**src/rtl/pwm_multi.sv**
```systemverilog
`default_nettype none
// ============================================================================
// Module   : pwm_multi
// Brief    : Multi-channel PWM with a shared prescaler and period counter,
//            edge/center alignment and shadowed, glitch-free duty updates.
// Revision : 1.0
// ============================================================================
module pwm_multi #(
    parameter int  CHANNELS = 4,
    parameter int  DATA_W   = 8,
    parameter int  DIV_W    = 10,
    localparam int SEL_W    = (CHANNELS > 1) ? $clog2(CHANNELS) : 1
) (
    input  logic                clk,
    input  logic                rst_n,
    input  logic                en,
    input  logic [DIV_W-1:0]    div,
    input  logic [DATA_W-1:0]   period,
    input  logic                mode,
    input  logic [CHANNELS-1:0] polarity,
    input  logic                duty_wr,
    input  logic [SEL_W-1:0]    duty_sel,
    input  logic [DATA_W-1:0]   duty_data,
    output logic [CHANNELS-1:0] pwm,
    output logic                cycle_start
);

    typedef enum logic [0:0] {
        DIR_UP   = 1'b0,
        DIR_DOWN = 1'b1
    } dir_t;

    logic [DIV_W-1:0]    r_pre;
    logic [DATA_W-1:0]   r_cnt;
    dir_t                r_dir;
    logic [DATA_W-1:0]   r_pending [CHANNELS];
    logic [DATA_W-1:0]   r_active  [CHANNELS];

    logic                w_tick;
    logic                w_boundary;
    logic                w_turn;
    logic [DATA_W-1:0]   w_next;
    logic [CHANNELS-1:0] w_hit;

    assign w_tick = en && (r_pre >= div);

    // The >= tests let a live reduction of period below cnt recover in one tick.
    always_comb begin
        w_next = r_cnt + 1'b1;
        w_turn = 1'b0;
        if (!mode) begin
            if (r_cnt >= period) begin
                w_next = '0;
            end
        end else if (r_dir == DIR_DOWN) begin
            w_next = r_cnt - 1'b1;
        end else if (r_cnt >= period) begin
            w_next = (period == '0) ? '0 : period - 1'b1;
            w_turn = 1'b1;
        end
    end

    assign w_boundary = w_tick && (w_next == '0);

    generate
        for (genvar gi = 0; gi < CHANNELS; gi++) begin : g_hit
            assign w_hit[gi] = duty_wr && (duty_sel == SEL_W'(gi));
        end
    endgenerate

    always_ff @(posedge clk or negedge rst_n) begin
        if (!rst_n) begin
            r_pre       <= '0;
            r_cnt       <= '0;
            r_dir       <= DIR_UP;
            pwm         <= '0;
            cycle_start <= 1'b0;
            for (int i = 0; i < CHANNELS; i++) begin
                r_pending[i] <= '0;
                r_active[i]  <= '0;
            end
        end else begin
            cycle_start <= w_boundary;
            for (int i = 0; i < CHANNELS; i++) begin
                if (w_hit[i]) begin
                    r_pending[i] <= duty_data;
                end
            end
            if (!en) begin
                r_pre <= '0;
                r_cnt <= '0;
                r_dir <= DIR_UP;
                pwm   <= polarity;
                for (int i = 0; i < CHANNELS; i++) begin
                    r_active[i] <= r_pending[i];
                end
            end else begin
                r_pre <= w_tick ? '0 : r_pre + 1'b1;
                for (int i = 0; i < CHANNELS; i++) begin
                    pwm[i] <= (r_cnt < r_active[i]) ^ polarity[i];
                end
                if (w_tick) begin
                    r_cnt <= w_next;
                    // A write landing on the boundary goes straight to active.
                    if (w_boundary) begin
                        r_dir <= DIR_UP;
                        for (int i = 0; i < CHANNELS; i++) begin
                            r_active[i] <= w_hit[i] ? duty_data : r_pending[i];
                        end
                    end else if (w_turn) begin
                        r_dir <= DIR_DOWN;
                    end
                end
            end
        end
    end

endmodule
`default_nettype wire

```
**config.mk**
```make
export PLATFORM = sky130hd
export DESIGN_NAME = pwm_multi
export DESIGN_NICKNAME = d
export VERILOG_FILES = /design/src/rtl/pwm_multi.sv
export SDC_FILE = /design/constraint.sdc
export NUM_CORES = 1
export LEC_CHECK = 0
export BUFFER_PORTS_ARGS = -buffer_cell sky130_fd_sc_hd__buf_2
export CAP_MARGIN = 0
export CORE_MARGIN = 3
export CORE_UTILIZATION = 50
export CTS_BUF_LIST = sky130_fd_sc_hd__clkbuf_8
export DETAILED_ROUTE_END_ITERATION = 12
export GPL_ROUTABILITY_DRIVEN = 0
export PLACE_DENSITY_LB_ADDON = 0.15
export SLEW_MARGIN = 10
export SYNTH_ARGS = -nofsm -noshare
export SYNTH_HDL_FRONTEND = slang
export SYNTH_SLANG_ARGS = --single-unit
```
**constraint.sdc**
```tcl
create_clock -name clk -period 3.3 [get_ports clk]
set_input_delay 0.165 -clock clk [delete_from_list [all_inputs] [get_ports clk]]
set_output_delay 0.165 -clock clk [all_outputs]
set_load 0.02 [all_outputs]
```
==> key figures, run 1 <==
Drt
  – Routed wire length: 11500 um
  – Met3 routed WL: 435 um
  – First-pass detailed-route iteration total: 5
  – DRT met1 WL: 5390 um
  – # DRC: 0
  – WL met2: 5530 um
  – Uppermost routed layer: met4
  – Vias per cell: 5.57
  – Via Count: 3996
  – Post-DRT Antenna Nets: 0
  – Initial DRC Count: 228
  – WL/cell: 16.0 um

STA
  – Max Slew Vio Count: 0
  – # setup viols final: 0
  – Tcrit/Tclk final: 94.5%
  – Setup TNS: 0 ns
  – Hold Violations, Final: 0
  – Relative slew slack: 34.2%
  – WHS: 0.109 ns
  – PnR worst setup slack: 0.181 ns
  – Worst-case clock skew: 0.0121 ns
  – Slew @ Worst Pin: 0.987 ns
  – Achievable Freq: 321 MHz
  – Tmin final: 3.12 ns
  – RSZ-0062 raised after global routing: no

Die
  – Die Width: 110 um
  – Core area: 10400 um^2
  – Num rows: 37
  – Die footprint: 12000 um^2
  – # IOs: 42
  – Die height: 110 um
  – Initial Util: 51.7%

Layout
  – Fill cells: 914
  – Final Cell Area: 6060 um^2
  – Non-filler cells, final: 717
  – ANT cells: 0
  – Multi-input logic area: 2890 um^2
  – Register area: 2200 um^2
  – Net count, final: 664
  – Syn-to-layout area delta: 12.6%
  – Final Core Density: 58.2%
  – Ratio of cells with drive above 1 in the final layout: 19.8%

Place
  – IO Port Bufs: 41
  – Post-DP HPWL: 8210 um
  – Placed Cells: 696
  – DP Area: 5780 um^2
  – DP Worst Slack: 0.0942 ns

Setup path
  – Worst endpoint data arrival time: 3.36 ns
  – Worst path bufs/invs: 1
  – Reg2reg path depth: 10
  – Family with the most delay on the worst path: compound AO/OA/AOI/OAI gates
  – Worst reg2reg endpoint: r_active[31]$_DFFE_PN0P_
  – Reg2reg start: r_cnt[5]$_DFFE_PN0P_
  – CP endpoint kind: register
  – Crit-path max FO: 32
  – Max incr delay on CP: 0.46 ns
  – CP max-delay cell: nor4bb_1
  – Reg2Reg Setup Slack: 0.18 ns
  – CP Data Required Time: 3.54 ns
  – Critical Path, Cell by Cell: ha_1, a211o_1, a21oi_1, o31ai_4, nand2_1, o221ai_1, nor4bb_1, a31oi_2, buf_12, a221o_1
  – Crit Path Category: reg -> reg
  – Worst Setup Start Kind: register

Yosys
  – Complex-gate fraction of the synthesized area: 16.7%
  – Post-synth EDFFs: 0
  – Synth Instances: 524
  – Post-Synth Adder-Cell Area: 11.9%
  – Post-synthesis sequential area ratio: 40.9%
  – Post-synthesis cell area: 5380 um^2
  – Synth cell types: 51
  – Mapped Nets: 612
  – Seq cells post-synth: 88
  – Syn_area_per_cell: 10.3 um^2
  – Simple-Gate Fraction of Synth Area: 14.2%
  – Post-synth top flop: dfrtp_1
  – Largest family of logic cells by synthesized area: compound AO/OA/AOI/OAI gates
  – Synth async-reset ratio: 100%
  – Yosys Warn Count: 0
  – XOR/XNOR Fraction of Synth Area: 3.26%
  – Post-synthesis mux area share: 7.25%

GRT
  – Total Routing Usage GR: 20.5%
  – GRT overflow: 0
  – Initial antenna violation count: 0
  – Pin count of the biggest net entering global routing: 79
  – Global-route wire length before repair: 19500 um
  – Vias in the first global route: 3985

Power and ir drop
  – VDD IR max: 0.335 mV
  – Switching Fraction: 26.9%
  – Internal power: 1.92 mW
  – Post-layout power: 2.63 mW
  – Sequential power share: 50.1%
  – NetSw: 0.707 mW
  – Pwr Density: 433 nW/um^2
  – Comb power frac: 19.4%
  – Leakage power: 2.98 nW
  – Clock share of power: 30.5%

Clock network
  – H-tree levels: 3
  – CTS tree: built
  – Clk slew on worst S/H paths: 0.09 ns
  – Clock Path Buffers: 2
  – TritonCTS Buffers: 9
  – Worst-Skew Late Latency: 0.35 ns
  – Sink Count: 88
  – Root buffer cell: clkbuf_8

Worst hold path
  – Worst hold-check path type: in -> reg
  – Worst Hold Path Cells: 2
  – Hold EP: r_pending[23]$_DFF_PN0_
  – Worst Min Path Start: duty_data[7]

Run
  – # Max-Cap Violations: 0

Outcome
  – Status: complete, no violations
## final cells by class
| class | instances | area share [%] |
|---|---|---|
| multi-input cells | 364 | 47.6 |
| flip-flops and latches | 88 | 36.3 |
| repair buffers | 60 | 6.40 |
| inverters | 53 | 3.28 |
| well taps | 136 | 2.81 |
| clock buffers | 9 | 2.04 |
| clock inverters | 7 | 1.47 |
## Yosys cell counts (10+ instances only)
| cell type | count | area share (%) |
|---|---|---|
| o21ai_0 | 14 | 1.3 |
| dfrtp_1 | 88 | 41 |
| nand2_1 | 18 | 1.3 |
| inv_1 | 51 | 3.6 |
| nor2b_1 | 38 | 4.4 |
| a21o_1 | 10 | 1.4 |
| a21oi_1 | 21 | 2.0 |
| nand2b_1 | 11 | 1.3 |
| ha_1 | 51 | 12 |
| nor2_1 | 29 | 2.0 |
| mux2_2 | 32 | 6.7 |
| nand3_1 | 13 | 1.2 |
| a221o_1 | 32 | 6.0 |
| xnor2_1 | 13 | 2.1 |
## sequential cells by signal (all words and copies together), names as in the netlist
signal / count
r_pre: 10
r_dir: 1
r_active: 32
r_cnt: 8
pwm: 4
cycle_start: 1
r_pending: 32
## cell usage in the layout, fill, tap and decap left out, types with 4 or more instances in the layout
master | Yosys | layout
buf_4 | 1 | 13
xnor2_1 | 13 | 13
nand2_1 | 18 | 18
nor2b_1 | 38 | 38
or2_2 | 6 | 6
mux2_2 | 32 | 32
clkbuf_8 | 0 | 9
o211ai_1 | 5 | 5
nand2b_1 | 11 | 11
a31oi_1 | 9 | 8
dfrtp_1 | 88 | 88
o21ai_0 | 14 | 14
xor2_1 | 7 | 7
a21o_1 | 10 | 10
dlygate4sd3_1 | 0 | 5
a21oi_1 | 21 | 21
inv_1 | 51 | 53
ha_1 | 51 | 51
nor3_1 | 9 | 9
buf_2 | 6 | 40
nor2_1 | 29 | 29
nand3_1 | 13 | 13
a211oi_1 | 4 | 4
a221o_1 | 32 | 32
## worst max-delay path by stage
stage	from	endpoint	slack, ns	cells past startpoint
2_1_floorplan	r_cnt[0]$_DFFE_PN0P_	r_active[0]$_DFFE_PN0P_	0.33	13
3_3_place_gp	r_cnt[0]$_DFFE_PN0P_	r_active[8]$_DFFE_PN0P_	0.18	11
3_5_place_dp	r_cnt[0]$_DFFE_PN0P_	r_active[22]$_DFFE_PN0P_	0.09	11
4_1_cts	r_cnt[0]$_DFFE_PN0P_	r_active[31]$_DFFE_PN0P_	0.06	11
5_1_grt	r_cnt[5]$_DFFE_PN0P_	r_active[24]$_DFFE_PN0P_	0.05	10
6_report	r_cnt[5]$_DFFE_PN0P_	r_active[31]$_DFFE_PN0P_	0.18	10
## routing by layer
metal / up-vias / track usage, %
li1: 1989 / -
met1: 1917 / 28.5
met2: 82 / 33.3
met3: 8 / 4.05
met4: 0 / 4.36
met5: - / 0
## power by group through the flow
stage | combinational, mW | sequential, mW | clock, mW
floorplan | 0.355 | 1.32 | 0
global placement | 0.492 | 1.33 | 0
detailed placement | 0.512 | 1.33 | 0
CTS | 0.518 | 1.31 | 0.829
global route | 0.580 | 1.34 | 0.865
finish | 0.511 | 1.32 | 0.800
## kinds of logic (layout without fill, tap and decap cells)
logic type                 count (synthesis)  after routing
AOI/OAI and AO/OA                        116            116
xor gates and xnor gates                  20             20
adders and majority gates                 51             51
buffers and inverters                     72            129
DFF                                       88             88
muxes                                     35             35
and+or+nand+nor                          142            142
## repair_timing
action | in CTS | in global routing
hold endpoints to repair | 18 | 0
setup buffers | 0 | 0
gates resized for setup | 0 | 2
setup endpoints to repair | 0 | 32
hold buffers | 5 | 0
Note: power is estimated with default switching activity, not from simulation.
==> run 2, diff against run 1 <==
--- a/config.mk
+++ b/config.mk
@@ -7,12 +7,13 @@
 export LEC_CHECK = 0
 export BUFFER_PORTS_ARGS = -buffer_cell sky130_fd_sc_hd__buf_2
 export CAP_MARGIN = 0
-export CORE_MARGIN = 3
-export CORE_UTILIZATION = 50
+export CORE_MARGIN = 2
+export CORE_UTILIZATION = 29
 export CTS_BUF_LIST = sky130_fd_sc_hd__clkbuf_8
 export DETAILED_ROUTE_END_ITERATION = 12
 export GPL_ROUTABILITY_DRIVEN = 0
 export PLACE_DENSITY_LB_ADDON = 0.15
+export RECOVER_POWER = 100
 export SLEW_MARGIN = 10
 export SYNTH_ARGS = -nofsm -noshare
 export SYNTH_HDL_FRONTEND = slang
==> run 2 against run 1 <==
  * Utilization is 24 points lower
  * Fmax up 0.72%
  * Routed wire length increased by 15%
  * Cell count up 13%
  * The flow now finishes with violations (capacitance limit, slew limit)
  * Combinational power shrank 4%
  * Non-clock buffer count rose by 2
  * Worst setup slack gained 0.022 ns
  * Critical path depth shrank 1
  * Clock power decreased by 2.5%
  * Highest routed layer unchanged
  * Die area up 63%
==> key figures, run 2 (same netlist as run 1, synthesis figures left out) <==
STA
  – Tcrit/Tclk final: 93.8%
  – Hold Violations, Final: 0
  – Worst-case clock skew: 0.00862 ns
  – Max Slew Vio Count: 80
  – Relative slew slack: -36.1%
  – Setup TNS: 0 ns
  – RSZ-0062 raised after global routing: no
  – Achievable Freq: 323 MHz
  – # setup viols final: 0
  – Tmin final: 3.10 ns
  – Slew @ Worst Pin: 2.04 ns

Power and ir drop
  – NetSw: 0.728 mW
  – Comb power frac: 19.1%
  – Clock share of power: 30.1%
  – VDD IR max: 0.162 mV
  – Pwr Density: 421 nW/um^2
  – Sequential power share: 50.8%
  – Switching Fraction: 28.1%
  – Leakage power: 2.96 nW
  – Internal power: 1.86 mW

Drt
  – Post-DRT Antenna Nets: 0
  – Initial DRC Count: 237
  – Met3 routed WL: 514 um
  – Via Count: 4096
  – DRT met1 WL: 6570 um
  – WL/cell: 16.3 um
  – # DRC: 0
  – Uppermost routed layer: met4
  – Routed wire length: 13200 um
  – Vias per cell: 5.04
  – First-pass detailed-route iteration total: 4
  – WL met2: 5940 um

Setup path
  – Levels on crit path: 9
  – CP Launch Point: r_cnt[5]$_DFFE_PN0P_
  – CP Data Required Time: 3.56 ns
  – Max incr delay on CP: 0.50 ns
  – Family with the most delay on the worst path: compound AO/OA/AOI/OAI gates
  – Crit Path Category: reg -> reg
  – Worst endpoint data arrival time: 3.35 ns
  – Worst path bufs/invs: 1
  – Worst Setup Start Kind: register
  – Critical Path, Cell by Cell: ha_1, nand4_1, o31ai_4, mux2i_1, nand3_1, nor4_2, a31oi_1, buf_12, a221o_1
  – Crit-path max FO: 32
  – Reg2Reg Setup Slack: 0.20 ns
  – CP endpoint kind: register
  – CP endpoint: r_active[3]$_DFFE_PN0P_
  – Reg2reg path depth: 9
  – CP max-delay cell: o31ai_4
  – Worst reg2reg endpoint: r_active[3]$_DFFE_PN0P_
  – Reg2reg start: r_cnt[5]$_DFFE_PN0P_

GRT
  – Vias in the first global route: 4286
  – Initial antenna violation count: 1
  – Global-route wire length before repair: 22300 um
  – Total Routing Usage GR: 14.4%
  – GRT overflow: 0
  – Pin count of the biggest net entering global routing: 80

Clock network
  – Clock Path Buffers: 2
  – Root buffer cell: clkbuf_8
  – TritonCTS Buffers: 9
  – Number of setup buffers added after CTS: 0
  – Clk slew on worst S/H paths: 0.09 ns
  – Sink Count: 88
  – H-tree levels: 3
  – CTS tree: built
  – Worst-Skew Late Latency: 0.38 ns

Die
  – Die height: 140 um
  – Core area: 18100 um^2
  – Die footprint: 19700 um^2
  – # IOs: 42
  – Num rows: 49
  – Initial Util: 29.8%
  – Die Width: 140 um

Layout
  – Commonest non-fill, non-tap cell in the layout: dfrtp_1
  – Fill cells: 1873
  – Net count, final: 666
  – ANT cells: 0
  – Ratio of cells with drive above 1 in the final layout: 13.4%
  – Largest regs: r_active: 32 flops, r_pending: 32 flops, r_pre: 10 flops
  – Syn-to-layout area delta: 14.3%
  – Final Cell Area: 6150 um^2
  – Most frequent cells in the layout: dfrtp_1, inv_1, ha_1

Place
  – Post-DP HPWL: 9340 um
  – IO Port Bufs: 41
  – DP Area: 5910 um^2

Outcome
  – Failing checks: capacitance limit, slew limit
  – Status: finished, violations left

Run
  – # Max-Cap Violations: 1

Worst hold path
  – Worst hold-check path type: in -> reg
-- run 2: changes by cell type in the layout (fill, tap and decap cells not counted), sizes merged --
cell,change
buf,-9
clkinvlp,-1
clkbuf,+13
bufinv,-1
-- run 2: worst min-delay path by stage --
stage,start,endpoint,depth (start not counted)
floorplan,rst_n,cycle_start$_DFF_PN0_,0
global placement,polarity[2],pwm[2]$_DFF_PN0_,2
detailed placement,polarity[2],pwm[2]$_DFF_PN0_,2
CTS,duty_data[6],r_pending[30]$_DFF_PN0_,2
global route,duty_data[6],r_pending[14]$_DFF_PN0_,2
finish,duty_data[6],r_pending[30]$_DFF_PN0_,2
-- run 2: final cells by class --
| class | instances | area [um^2] | share of cell area, % |
|---|---|---|---|
| clock inverter | 5 | 47.5 | 0.773 |
| multi-input combinational | 364 | 2880 | 46.9 |
| clock buffer | 11 | 151 | 2.46 |
| inverter | 53 | 199 | 3.23 |
| tap | 229 | 287 | 4.66 |
| sequential | 88 | 2200 | 35.8 |
| timing repair buffer | 62 | 380 | 6.18 |
-- run 2: power groups by stage --
stage	combinational [mW]	sequential, mW	clock (mW)
global placement	0.506	1.33	0
floorplan	0.355	1.32	0
global route	0.569	1.34	0.861
detailed placement	0.519	1.33	0
finish	0.493	1.32	0.780
CTS	0.525	1.31	0.811
-- run 2: metrics by stage --
step | cells | total power, mW | hold WS (ns) | util [%] | worst slack, ns
finish | 812 | 2.59 | 0.0868 | 34.0 | 0.203
global route | 812 | 2.77 | 0.0868 | 34.0 | 0.0402
CTS | 812 | 2.65 | 0.0695 | 34.1 | 0.0681
detailed placement | 791 | 1.85 | 0.358 | 32.7 | 0.0873
global placement | 791 | 1.84 | 0.356 | 32.7 | 0.208
floorplan | 524 | 1.68 | -0.131 | - | 0.333
-- run 2: what timing repair did --
item / 4_1_cts / 5_1_grt
endpoints found under the hold margin: 13 / 0
hold buffers: 5 / 0
resized for setup: 0 / 3
setup endpoints to repair: 0 / 33
-- run 2: metal layers --
| layer | vias to the layer above | track usage, % |
|---|---|---|
| met5 | - | 0 |
| met4 | 0 | 4.36 |
| met3 | 13 | 3.42 |
| met2 | 65 | 22.4 |
| met1 | 2022 | 19.8 |
| li1 | 1996 | - |
==> run 3, diff against run 2 <==
--- a/config.mk
+++ b/config.mk
@@ -8,7 +8,7 @@
 export BUFFER_PORTS_ARGS = -buffer_cell sky130_fd_sc_hd__buf_2
 export CAP_MARGIN = 0
 export CORE_MARGIN = 2
-export CORE_UTILIZATION = 29
+export CORE_UTILIZATION = 25
 export CTS_BUF_LIST = sky130_fd_sc_hd__clkbuf_8
 export DETAILED_ROUTE_END_ITERATION = 12
 export GPL_ROUTABILITY_DRIVEN = 0
==> run 3 against run 2 <==
  * The run still ends with capacitance limit, slew limit left
  * First-iteration DRC count down 32%
  * Global-route usage down 1.2 points
  * Critical path depth up 2
  * Clock power up 18%
  * Sequential power about the same
  * Worst setup slack worse by 0.058 ns
  * Clock-buffer cell count unchanged
  * Hold slack better by 0.023 ns
  * Routed wire length up 5.5%
  * Critical path type unchanged
  * Largest cell class unchanged
==> key figures, run 3 (same netlist as run 1, synthesis figures left out) <==
STA
  – Hold Violations, Final: 0
  – Worst-case clock skew: 0.00921 ns
  – Slew @ Worst Pin: 2.40 ns
  – Relative slew slack: -59.8%
  – PnR worst setup slack: 0.145 ns
  – WHS: 0.109 ns
  – Max Slew Vio Count: 43
  – Achievable Freq: 317 MHz
  – RSZ-0062 raised after global routing: no
  – Tmin final: 3.15 ns
  – Tcrit/Tclk final: 95.6%
  – # setup viols final: 0
  – Setup TNS: 0 ns

Layout
  – Largest regs: r_active: 32 flops, r_pending: 32 flops, r_pre: 10 flops
  – Final Cell Area: 6270 um^2
  – Ratio of cells with drive above 1 in the final layout: 14.1%
  – Net count, final: 666
  – Final Core Density: 29.7%
  – Syn-to-layout area delta: 16.5%
  – Commonest non-fill, non-tap cell in the layout: dfrtp_1
  – ANT cells: 0
  – Most frequent cells in the layout: dfrtp_1, inv_1, ha_1

Drt
  – Via Count: 4050
  – Initial DRC Count: 161
  – Vias per cell: 4.73
  – Routed wire length: 13900 um
  – First-pass detailed-route iteration total: 4
  – Post-DRT Antenna Nets: 0
  – # DRC: 0
  – WL/cell: 16.3 um

Clock network
  – Sink Count: 88
  – Number of setup buffers added after CTS: 0
  – Root buffer cell: clkbuf_8
  – H-tree levels: 3
  – Worst-Skew Late Latency: 0.37 ns
  – Clock Path Buffers: 2
  – Clk slew on worst S/H paths: 0.08 ns
  – CTS tree: built
  – TritonCTS Buffers: 9

Die
  – Die footprint: 22700 um^2
  – Core area: 21100 um^2
  – # IOs: 42
  – Num rows: 53
  – Die Width: 151 um
  – Die height: 151 um
  – Initial Util: 25.5%

Power and ir drop
  – Sequential power share: 48.0%
  – Switching Fraction: 26.4%
  – Pwr Density: 437 nW/um^2
  – NetSw: 0.722 mW
  – Clock share of power: 33.6%
  – Leakage power: 2.97 nW
  – Internal power: 2.02 mW
  – VDD IR max: 0.244 mV
  – Comb power frac: 18.4%

Setup path
  – Worst reg2reg endpoint: r_active[15]$_DFFE_PN0P_
  – CP Launch Point: r_cnt[0]$_DFFE_PN0P_
  – CP endpoint: r_active[15]$_DFFE_PN0P_
  – CP Data Required Time: 3.56 ns
  – Reg2reg path depth: 11
  – Reg2reg start: r_cnt[0]$_DFFE_PN0P_
  – Reg2Reg Setup Slack: 0.15 ns
  – Crit-path max FO: 34
  – Crit Path Category: reg -> reg
  – CP endpoint kind: register
  – Worst Setup Start Kind: register
  – Worst endpoint data arrival time: 3.41 ns

GRT
  – Vias in the first global route: 4302
  – Pin count of the biggest net entering global routing: 43
  – Total Routing Usage GR: 13.1%
  – GRT overflow: 0
  – Initial antenna violation count: 0
  – Global-route wire length before repair: 22800 um

Outcome
  – Failing checks: capacitance limit, slew limit
  – Status: finished, violations left

Place
  – Post-DP HPWL: 9770 um
  – DP Worst Slack: 0.0732 ns
  – IO Port Bufs: 41
  – DP Area: 5970 um^2

Run
  – # Max-Cap Violations: 1

Worst hold path
  – Worst hold-check path type: in -> reg
## run 3: changes by cell type in the layout (fill, tap and decap cells not counted), moves of 2 or more
cell | previous run | this run
mux2_1 | 28 | 25
mux2_2 | 4 | 7
bufinv_16 | 1 | 3
clkinv_2 | 2 | 0
inv_1 | 53 | 51
## run 3: power by group through the flow
| stage | registers, mW | logic [mW] | clock network, mW |
|---|---|---|---|
| 2_1_floorplan | 1.32 | 0.355 | 0 |
| 3_3_place_gp | 1.33 | 0.510 | 0 |
| 3_5_place_dp | 1.33 | 0.526 | 0 |
| 4_1_cts | 1.31 | 0.535 | 0.960 |
| 5_1_grt | 1.34 | 0.582 | 1.01 |
| 6_report | 1.31 | 0.505 | 0.920 |
## run 3: critical path, stage by stage, from the launching register on
cell and delay (ns):
dfrtp_1 0.38, inv_1 0.12, ha_1 0.24, nand2b_1 0.18
a2111oi_4 0.47, o31ai_4 0.14, o31a_1 0.31, o221ai_1 0.30
nor4bb_2 0.12, and3_1 0.21, buf_12 0.18, a221o_1 0.37
## run 3: layer usage
| layer | GRT usage [%] | share of wire, % | vias to the layer above |
|---|---|---|---|
| met2 | 21.7 | 47 | 86 |
| met4 | 3.22 | 1.6 | 0 |
| met3 | 3.52 | 4.5 | 21 |
| li1 | - | - | 1983 |
| met5 | 0 | 0 | - |
| met1 | 17.1 | 47 | 1960 |
## run 3: what timing repair did
item | in CTS | in global routing
setup endpoints to repair | 0 | 33
endpoints found under the hold margin | 44 | 0
hold buffers | 5 | 0
resized for setup | 0 | 4
## run 3: worst min-delay path by stage
stage | from | to | depth (start not counted) | slack [ns]
finish | duty_data[0] | r_pending[8]$_DFF_PN0_ | 2 | 0.11
global route | duty_data[6] | r_pending[22]$_DFF_PN0_ | 2 | 0.10
CTS | duty_data[0] | r_pending[8]$_DFF_PN0_ | 2 | 0.11
detailed placement | rst_n | r_pending[19]$_DFF_PN0_ | 1 | 0.21
global placement | rst_n | r_pending[19]$_DFF_PN0_ | 1 | 0.20
floorplan | rst_n | cycle_start$_DFF_PN0_ | 0 | -0.13
## run 3: stage by stage
stage                     std cells  power [mW]
after global placement          837        1.84
after CTS                       856        2.81
after detailed placement        837        1.86
after global routing            856        2.93
after floorplan                 524        1.68
final                           856        2.74
## run 3: area by class of cell
| cell class | instances | area (um^2) |
|---|---|---|
| multi-input cells | 364 | 2900 |
| inverters | 53 | 199 |
| repair buffers | 62 | 380 |
| flip-flops and latches | 88 | 2200 |
| clock buffers | 11 | 151 |
| well taps | 275 | 344 |
| clock inverters | 3 | 90.1 |
| fillers | 2237 | 14800 |
